[src/rtl/jpeg_fb_writer_pkg.sv]
// Shared types and helpers for the JPEG framebuffer writer: RGB565 packing,
// byte-strobe constants and the word record carried through the output FIFO.
package jpeg_fb_pkg;

    localparam int FB_ADDR_W = 32;

    localparam logic [3:0] STRB_FULL = 4'hF;
    localparam logic [3:0] STRB_LO   = 4'h3;
    localparam logic [3:0] STRB_HI   = 4'hC;

    typedef struct packed {
        logic [FB_ADDR_W-1:0] addr;
        logic [31:0]          data;
        logic [3:0]           strb;
    } fb_word_t;

    typedef enum logic {
        EMPTY,
        HELD
    } pair_state_t;

    function automatic logic [15:0] rgb_to_565(input logic [7:0] r,
                                              input logic [7:0] g,
                                              input logic [7:0] b);
        return {5'(r >> 3), 6'(g >> 2), 5'(b >> 3)};
    endfunction

endpackage

[src/rtl/jpeg_fb_writer_if.sv]
// Pixel-in and memory-write handshake bundle of the framebuffer writer.
// master is the writer itself; slave is the converter/memory side around it.
interface jpeg_fb_if #(
    parameter int ADDR_W = 32
) ();
    logic              InEnable;
    logic              InReady;
    logic [15:0]       InPixelX;
    logic [15:0]       InPixelY;
    logic [7:0]        InR;
    logic [7:0]        InG;
    logic [7:0]        InB;
    logic              WrValid;
    logic              WrReady;
    logic [ADDR_W-1:0] WrAddr;
    logic [31:0]       WrData;
    logic [3:0]        WrStrb;

    modport master (
        input  InEnable, InPixelX, InPixelY, InR, InG, InB, WrReady,
        output InReady, WrValid, WrAddr, WrData, WrStrb
    );

    modport slave (
        output InEnable, InPixelX, InPixelY, InR, InG, InB, WrReady,
        input  InReady, WrValid, WrAddr, WrData, WrStrb
    );
endinterface

[src/rtl/jpeg_fb_writer_fifo.sv]
// First-word-fall-through FIFO of framebuffer words with two push ports
// (push1 lands behind push0 in the same cycle) and one pop port.
module jpeg_fb_fifo
    import jpeg_fb_pkg::*;
#(
    parameter int DEPTH = 8
) (
    input  logic                     clk,
    input  logic                     rst,
    input  logic                     clear,
    input  logic                     push0,
    input  fb_word_t                 push0_word,
    input  logic                     push1,
    input  fb_word_t                 push1_word,
    input  logic                     pop,
    output fb_word_t                 head,
    output logic                     empty,
    output logic [$clog2(DEPTH):0]   free
);
    localparam int PTR_W = $clog2(DEPTH);

    fb_word_t         mem [DEPTH];
    logic [PTR_W-1:0] wr_ptr;
    logic [PTR_W-1:0] rd_ptr;
    logic [PTR_W:0]   count;
    logic [PTR_W-1:0] wr_ptr1;
    logic [PTR_W:0]   n_push;
    logic             do_pop;

    assign do_pop  = pop && (count != '0);
    assign wr_ptr1 = wr_ptr + PTR_W'(push0);
    assign n_push  = (PTR_W+1)'(push0) + (PTR_W+1)'(push1);
    assign empty   = (count == '0);
    assign free    = (PTR_W+1)'(DEPTH) - count;
    // Head reads as zero while empty so the write port is quiet when idle.
    assign head    = empty ? '0 : mem[rd_ptr];

    always_ff @(posedge clk) begin
        if (push0) mem[wr_ptr]  <= push0_word;
        if (push1) mem[wr_ptr1] <= push1_word;
    end

    always_ff @(posedge clk) begin
        if (!rst || clear) begin
            wr_ptr <= '0;
            rd_ptr <= '0;
            count  <= '0;
        end else begin
            wr_ptr <= wr_ptr + PTR_W'(n_push);
            if (do_pop) rd_ptr <= rd_ptr + PTR_W'(1);
            count  <= count + n_push - (PTR_W+1)'(do_pop);
        end
    end

    no_overflow: assert property (@(posedge clk) disable iff (!rst || clear)
        n_push <= free + (PTR_W+1)'(do_pop));

endmodule

[src/rtl/jpeg_fb_writer.sv]
// Framebuffer writer: pairs RGB565 pixels into 32-bit words, computes their
// linear byte address and queues them for the memory write port.
module jpeg_fb_writer
    import jpeg_fb_pkg::*;
#(
    parameter int FIFO_DEPTH = 8,
    parameter int ADDR_W     = 32
) (
    input  logic              clk,
    input  logic              rst,
    input  logic              ProcessInit,
    input  logic [ADDR_W-1:0] FbBase,
    input  logic [15:0]       FbStride,
    input  logic              Flush,
    jpeg_fb_if.master         bus,
    output logic              Idle,
    output logic [31:0]       WordCount
);
    localparam int FREE_W = $clog2(FIFO_DEPTH) + 1;

    pair_state_t       state;
    logic [15:0]       held_p;
    logic [15:0]       held_x;
    logic [15:0]       held_y;
    logic [FB_ADDR_W-1:0] held_addr;
    logic              in_ready;

    logic [15:0]       pix_p;
    logic [31:0]       lin_off;
    logic [FB_ADDR_W-1:0] pix_addr;
    logic              accept;
    logic              pop;
    logic              push0;
    logic              push1;
    fb_word_t          word0;
    fb_word_t          word1;
    fb_word_t          head;
    logic              hold_next;
    logic              load_held;
    logic              fifo_empty;
    logic [FREE_W-1:0] fifo_free;
    int                free_after;

    assign pix_p    = rgb_to_565(bus.InR, bus.InG, bus.InB);
    assign lin_off  = (32'(bus.InPixelY) * 32'(FbStride)
                       + 32'({bus.InPixelX[15:1], 1'b0})) << 1;
    assign pix_addr = FB_ADDR_W'(FbBase + ADDR_W'(lin_off));
    assign accept   = bus.InEnable && in_ready;
    assign pop      = bus.WrValid && bus.WrReady;

    // Pixel first, then flush on whatever the slot holds afterwards.
    always_comb begin
        push0     = 1'b0;
        push1     = 1'b0;
        word0     = '0;
        word1     = '0;
        load_held = 1'b0;
        hold_next = (state == HELD);
        if (accept) begin
            if (state == HELD && bus.InPixelY == held_y && bus.InPixelX == held_x + 16'd1) begin
                push0     = 1'b1;
                word0     = '{addr: held_addr, data: {pix_p, held_p}, strb: STRB_FULL};
                hold_next = 1'b0;
            end else begin
                if (state == HELD) begin
                    push0 = 1'b1;
                    word0 = '{addr: held_addr, data: {16'h0, held_p}, strb: STRB_LO};
                end
                if (!bus.InPixelX[0]) begin
                    load_held = 1'b1;
                    hold_next = 1'b1;
                end else begin
                    hold_next = 1'b0;
                    if (state == HELD) begin
                        push1 = 1'b1;
                        word1 = '{addr: pix_addr, data: {pix_p, 16'h0}, strb: STRB_HI};
                    end else begin
                        push0 = 1'b1;
                        word0 = '{addr: pix_addr, data: {pix_p, 16'h0}, strb: STRB_HI};
                    end
                end
            end
        end
        if (Flush && hold_next) begin
            hold_next = 1'b0;
            if (!push0) begin
                push0 = 1'b1;
                word0 = '{addr: load_held ? pix_addr : held_addr,
                          data: {16'h0, load_held ? pix_p : held_p}, strb: STRB_LO};
            end else begin
                push1 = 1'b1;
                word1 = '{addr: load_held ? pix_addr : held_addr,
                          data: {16'h0, load_held ? pix_p : held_p}, strb: STRB_LO};
            end
        end
        free_after = int'(fifo_free) + int'(pop) - int'(push0) - int'(push1);
    end

    always_ff @(posedge clk) begin
        if (!rst || ProcessInit) begin
            state     <= EMPTY;
            held_p    <= '0;
            held_x    <= '0;
            held_y    <= '0;
            held_addr <= '0;
            in_ready  <= 1'b1;
            WordCount <= '0;
        end else begin
            state <= hold_next ? HELD : EMPTY;
            if (load_held) begin
                held_p    <= pix_p;
                held_x    <= bus.InPixelX;
                held_y    <= bus.InPixelY;
                held_addr <= pix_addr;
            end
            // Registered so an accepted pixel always has room for its two pushes.
            in_ready <= (free_after >= 2);
            if (pop) WordCount <= WordCount + 32'd1;
        end
    end

    jpeg_fb_fifo #(.DEPTH(FIFO_DEPTH)) u_fifo (
        .clk        (clk),
        .rst        (rst),
        .clear      (ProcessInit),
        .push0      (push0),
        .push0_word (word0),
        .push1      (push1),
        .push1_word (word1),
        .pop        (pop),
        .head       (head),
        .empty      (fifo_empty),
        .free       (fifo_free)
    );

    assign bus.InReady = in_ready;
    assign bus.WrValid = !fifo_empty;
    assign bus.WrAddr  = ADDR_W'(head.addr);
    assign bus.WrData  = head.data;
    assign bus.WrStrb  = head.strb;
    assign Idle        = (state == EMPTY) && fifo_empty;

endmodule

[src/flat_wrapper.sv]
// flat-port wrapper written by rule: the top's interface ports become plain ports
module jpeg_fb_writer_flat import jpeg_fb_pkg::*;
#(
    parameter int FIFO_DEPTH = 8,
    parameter int ADDR_W     = 32
)
  (clk, rst, ProcessInit, FbBase, FbStride, Flush, Idle, WordCount, bus_InEnable, bus_InPixelX, bus_InPixelY, bus_InR, bus_InG, bus_InB, bus_WrReady, bus_InReady, bus_WrValid, bus_WrAddr, bus_WrData, bus_WrStrb);
  jpeg_fb_if #(.ADDR_W(ADDR_W)) bus_i ();
  input  logic clk;
  input  logic rst;
  input  logic ProcessInit;
  input  logic [ADDR_W-1:0] FbBase;
  input  logic [15:0] FbStride;
  input  logic Flush;
  output logic Idle;
  output logic [31:0] WordCount;
  input wire logic [$bits(bus_i.InEnable)-1:0] bus_InEnable;
  input wire logic [$bits(bus_i.InPixelX)-1:0] bus_InPixelX;
  input wire logic [$bits(bus_i.InPixelY)-1:0] bus_InPixelY;
  input wire logic [$bits(bus_i.InR)-1:0] bus_InR;
  input wire logic [$bits(bus_i.InG)-1:0] bus_InG;
  input wire logic [$bits(bus_i.InB)-1:0] bus_InB;
  input wire logic [$bits(bus_i.WrReady)-1:0] bus_WrReady;
  output wire logic [$bits(bus_i.InReady)-1:0] bus_InReady;
  output wire logic [$bits(bus_i.WrValid)-1:0] bus_WrValid;
  output wire logic [$bits(bus_i.WrAddr)-1:0] bus_WrAddr;
  output wire logic [$bits(bus_i.WrData)-1:0] bus_WrData;
  output wire logic [$bits(bus_i.WrStrb)-1:0] bus_WrStrb;
  assign bus_i.InEnable = bus_InEnable;
  assign bus_i.InPixelX = bus_InPixelX;
  assign bus_i.InPixelY = bus_InPixelY;
  assign bus_i.InR = bus_InR;
  assign bus_i.InG = bus_InG;
  assign bus_i.InB = bus_InB;
  assign bus_i.WrReady = bus_WrReady;
  assign bus_InReady = bus_i.InReady;
  assign bus_WrValid = bus_i.WrValid;
  assign bus_WrAddr = bus_i.WrAddr;
  assign bus_WrData = bus_i.WrData;
  assign bus_WrStrb = bus_i.WrStrb;
  jpeg_fb_writer #(.FIFO_DEPTH(FIFO_DEPTH), .ADDR_W(ADDR_W)) u_core (.clk(clk), .rst(rst), .ProcessInit(ProcessInit), .FbBase(FbBase), .FbStride(FbStride), .Flush(Flush), .bus(bus_i), .Idle(Idle), .WordCount(WordCount));
endmodule
[config.mk]
export PLATFORM = sky130hd
export DESIGN_NAME = jpeg_fb_writer_flat
export DESIGN_NICKNAME = d
export VERILOG_FILES = /design/src/rtl/jpeg_fb_writer_pkg.sv /design/src/rtl/jpeg_fb_writer_if.sv /design/src/rtl/jpeg_fb_writer_fifo.sv /design/src/rtl/jpeg_fb_writer.sv /design/src/flat_wrapper.sv
export SDC_FILE = /design/constraint.sdc
export NUM_CORES = 2
export LEC_CHECK = 0
export BUFFER_PORTS_ARGS = -buffer_cell sky130_fd_sc_hd__buf_2
export CAP_MARGIN = 25
export CORE_UTILIZATION = 41
export CTS_BUF_LIST = sky130_fd_sc_hd__clkbuf_8
export CTS_CLUSTER_SIZE = 8
export DETAILED_ROUTE_END_ITERATION = 16
export GPL_TIMING_DRIVEN = 0
export SLEW_MARGIN = 20
export SYNTH_ARGS = -nofsm -noshare
export SYNTH_HDL_FRONTEND = slang
export SYNTH_SLANG_ARGS = --single-unit
[constraint.sdc]
create_clock -name clk -period 10.9 [get_ports clk]
set_clock_uncertainty 0.2 [all_clocks]
set_input_delay 1.635 -clock clk [delete_from_list [all_inputs] [get_ports clk]]
set_output_delay 1.635 -clock clk [all_outputs]
set_load 0.05 [all_outputs]
* After elaboration in Yosys (flattened, before gate mapping)
Memories as Yosys holds them, arrays and structs flattened. A register that Yosys moved wholly into a read port is not among the register bits.
Index checks and enable logic that the tools add are counted.
** Cells by class
- Add/sub/neg operators :: 14
- Multiply operators :: 1
- Order comparisons :: 1
- Eq/ne operators :: 2
- Mux-type cells :: 39
- Bitwise logic cells :: 1
- Reductions and logical operators :: 12
** Operators with widths (count)
- two-way mux 68 bit :: 14
- subtractor 32 x 2 -> 32 bit :: 2
- adder 32 x 1 -> 32 bit (second input constant) :: 1
- adder 32 bit :: 1
- == test 16 bit :: 2
- greater-or-equal comparator 32 x 3 -> 1 bit (second input constant) :: 1
- two-way mux 32 bit :: 1
- adder 31 x 16 -> 31 bit :: 1
- multiplier 16 x 16 -> 31 bit :: 1
- two-way mux 1 bit :: 21
- adder 16 x 1 -> 16 bit (second input constant) :: 1
- two-way mux 16 bit :: 1
- logical AND 1 bit :: 7
- two-way mux 3 bit :: 2
- adder 4 x 1 -> 5 bit :: 1
- adder 4 x 2 -> 4 bit :: 1
- zero test 4 bit :: 1
- nonzero test 4 bit :: 1
- subtractor 4 x 1 -> 4 bit :: 1
- subtractor 4 bit (first input constant) :: 1
- adder 3 x 1 -> 3 bit :: 1
- adder 3 x 1 -> 3 bit (second input constant) :: 1
- adder 3 x 2 -> 3 bit :: 1
- adder 1 x 1 -> 2 bit :: 1
- 3 further kinds :: 4
** Word-level totals
- Register bits after elaboration :: 124
- Memory bits (writable) :: 544
- Input bits :: 110
- Word-level logic and storage cells :: 81
- Memories kept :: 1
** Memories
- u_core.u_fifo.mem :: depth 8, bits a word 68, read ports 1, clocked after Yosys merged registers in 1, write ports 2, RTL line jpeg_fb_writer_fifo.sv:22 : fb_word_t mem [DEPTH];

* Longest topological paths before layout
- Depth in word-level cells :: 10
- Gate-level depth with buffers :: 36
- Gate-level depth less buffers :: 32

* Cells and area by module
A second synthesis with hierarchy kept.
** Unflattened totals
- Cell total of the unflattened synthesis :: 3783
- Area total of the unflattened synthesis :: 45072.0 sq um
** By module, submodules not included
- jpeg_fb_fifo :: times used 1, cells each 1794, area each 28422.3 sq um, sequential area each 16595.9 sq um
- jpeg_fb_writer :: times used 1, cells each 1989, area each 16649.7 sq um, sequential area each 2282.2 sq um

* Worst setup path after synthesis
No wires, ideal clock.
- Path kind :: input-to-reg
- From :: input bus_InPixelY[10]
- To :: memory u_core.u_fifo.mem[3][66] in the netlist's numbering, data pin
- Setup time :: 291 ps
- Arrival time :: 9431 ps
- Required time :: 10409 ps
- Slack :: 978 ps
- Stages on the path :: 32
- Cells stage by stage :: clkbuf_1 clkbuf_1 nand2_1 fa_1 fa_1 fa_1 fa_1 inv_1 fa_1 inv_1 fa_1 inv_1 ha_1 a21o_1 a21o_1 a21oi_1 o211ai_1 a21o_1 a21oi_1 o21bai_1 a21oi_1 xnor2_1 ha_1 clkbuf_1 nand4_1 nor3_1 inv_1 a2111oi_0 nor4_1 o211a_1 nor3_1 o22ai_1
** RTL lines
- start, declared :: RTL line flat_wrapper.sv:19 : input wire logic [$bits(bus_i.InPixelY)-1:0] bus_InPixelY;
- end, declared :: RTL line jpeg_fb_writer_fifo.sv:22

==> results.py <==
metrics = {
    "status": {
        "status": "completed",
    },
    "finish": {
        "area_growth_pct": 12.96,
        "final_area_sq_mm": 0.04780,
        "layout_common_cells": "528 x edfxtp_1, 412 x nor2_1, 367 x inv_1, 272 x mux2i_1, 261 x nand2_1",
        "layout-drive-gt1-share": 0.1466,
        "mostFrequentLayoutCell": "edfxtp_1",
        "fill_cells": 9450,
        "nets": 4564,
    },
    "grt": {
        "grt_pass1_vias": 30924,
        "grt_use_total": 0.2579,
        "grt_max_degree": 40,
        "grt_overflow": 0,
        "antenna_found_initial": 12,
        "grt_pass1_wl_mm": 198.1,
    },
    "floorplan": {
        "die_area_sq_mm": 0.1045,
        "start_util": 0.4148,
        "die_h_um": 323.3,
        "row_count": 117,
        "die_w_um": 323.3,
        "ios": 213,
        "core-area_sq_mm": 0.1020,
    },
    "clocking": {
        "cts_setup_buffers": 0,
        "cts_buffers": 112,
        "worstSkewPairLatency_ps": 840,
        "cts_buffer_depth": 3,
        "numClockSinks": 655,
        "cts_tree": "done",
        "cts-root-buf": "clkbuf_8",
        "cts-hold-fix-buffers": 0,
        "clkTransAtPathRegs_ps": 50,
        "h-tree-depth": 3,
    },
    "synthesis": {
        "synth_cell_type_count": 73,
        "syn_nets": 4235,
        "async_reset_ff_frac": 0,
        "yosys_most_used_dff": "edfxtp_1",
        "ys_ff_latch": 655,
        "synth_top_area_share": 0.3746,
        "synth-edff-count": 528,
        "synth_area_leaders": "edfxtp_1 37%, fa_1 10%, mux4_2 7.0%, mux2i_1 6.4%, dfxtp_1 6.0%",
        "synth_seq_area_share": 0.4347,
        "netlist_instances": 3761,
        "syn_area_sq_mm": 0.04232,
        "syn_area_per_cell_sq_um": 11.25,
        "yosysTopAreaCell": "edfxtp_1",
        "yosys_warnings": 0,
    },
    "routing": {
        "dr.first_iter.drc_count": 2862,
        "dr.pass1.iters": 5,
        "routed_wl_mm": 134.6,
        "wl_per_cell_um": 24.20,
        "drcViolationCount": 0,
        "vias_per_cell": 5.583,
        "drtAntennaViolNets": 0,
        "vias": 31050,
    },
    "sta": {
        "timing.final.crit_share": 0.9687,
        "slew_headroom": 0.2300,
        "hold_viol": 0,
        "worst_pin_slew_ps": 1143,
        "fmax_mhz": 94.71,
        "setup_viol": 0,
        "finalMaxSlewViolations": 0,
        "period_minus_slack_ps": 10560,
        "rsz0062_at_grt": "no",
    },
    "place": {
        "place_congestion": 0.8990,
        "hpwl_mm": 96.25,
        "port_buffers": 187,
        "place_area_sq_mm": 0.04549,
    },
    "job": {
        "drv_cap": 0,
    },
    "critical_path": {
        "worstSetupPathType": "input port to flip-flop",
        "crit_required_ps": 11280,
        "worstPathArrival_ps": 10940,
        "crit_path_frequent_cell": "fa_1",
        "cp_max_fo": 10,
        "crit_path_top_delay_cell": "xnor2_1",
        "startpoint_type": "input port",
        "crit_path_max_incr_delay_ps": 670,
        "endpoint_kind": "flip-flop",
    },
    "min_path": {
        "hold_class": "flip-flop to flip-flop",
    },
}
area by class of cell:
class	count	area, sq um	area share
timing repair buffer	215	1386	0.02900
inverter	324	1216	0.02544
clock inverter	87	455.4	0.009527
buffer	245	1013	0.02120
tap	1368	1712	0.03580
sequential	655	18400	0.3848
multi-input combinational	2537	21900	0.4581
clock buffer	124	1707	0.03570
antenna	7	17.52	0.0003664
cell families (layout without fill, tap and decap cells):
logic type / Yosys count / after routing / share of synthesized area
muxes: 429 / 429 / 0.1412
AOI/OAI and AO/OA: 541 / 541 / 0.08172
other: 0 / 7 / 0
buffers and inverters: 569 / 995 / 0.05183
xor gates and xnor gates: 126 / 126 / 0.02640
and+or+nand+nor: 1077 / 1077 / 0.1189
adders and majority gates: 364 / 364 / 0.1452
DFF: 655 / 655 / 0.4347
Yosys cell counts, drive strengths merged (35+ instances only):
master / n
xnor2: 64
mux4: 132
edfxtp: 528
fa: 212
clkbuf: 193
a21o: 38
nand2: 261
nor2: 414
a21oi: 251
and2: 207
inv: 324
o21ai: 51
a22o: 50
buf: 52
nand3: 35
ha: 152
nor2b: 43
dfxtp: 127
mux2i: 272
xor2: 61
path summary, 6_finish.rpt:
check                       startpoint                        to  slack [ps]  cells after the start
setup / recovery           FbStride[2]  u_core.u_fifo.mem[0][62]         340                     32
hold / removal    u_core.WordCount[31]      u_core.WordCount[31]         290                      2
hold reg to reg   u_core.WordCount[31]      u_core.WordCount[31]         290                      2
setup reg to reg      u_core.held_x[0]  u_core.u_fifo.mem[3][14]        3000                     18
flip-flops by register name, summed over array words and instances (netlist names), named ones only:
signal and flops:
u_core.u_fifo.mem 528, u_core.WordCount 32, u_core.held_addr 32, u_core.held_p 16, u_core.held_x 16, u_core.held_y 16, u_core.u_fifo.count 4, u_core.u_fifo.rd_ptr 3
u_core.u_fifo.wr_ptr 3, u_core.bus.InReady 1, u_core.state 1
through the flow:
step	instances	setup slack, ps	hold slack, ps	util	TNS, ps
3_3_place_gp	5316	-1713	265.1	0.4407	-385310
6_report	5562	340.9	290.8	0.4685	0
5_1_grt	5562	20.15	322.9	0.4685	0
2_1_floorplan	3761	978.0	260.2	-	0
4_1_cts	5549	43.01	288.9	0.4672	0
3_5_place_dp	5338	-1500	280.8	0.4459	-43680
what timing repair did:
item                       4_1_cts  5_1_grt
setup endpoints to repair       25       41
pin swaps                        0        0
hold endpoints to repair         0        0
resized for setup                6       42
worst max-delay path: cells and delay by family:
| kind | cells | cell delay, ps |
|---|---|---|
| and+or+nand+nor | 4 | 850 |
| buffers and inverters | 7 | 1280 |
| adders and majority gates | 8 | 3710 |
| muxes | 1 | 250 |
| AOI/OAI and AO/OA | 10 | 2430 |
| xor gates and xnor gates | 2 | 760 |
routing by layer:
metal,global-route usage,share of wire
met1,0.3413,0.41
met2,0.4208,0.47
met3,0.04520,0.085
met4,0.09910,0.037
met5,0,0.00040
Power is not shown: default switching activity piles up to over one toggle a cycle in this logic, so the estimate is an artifact.
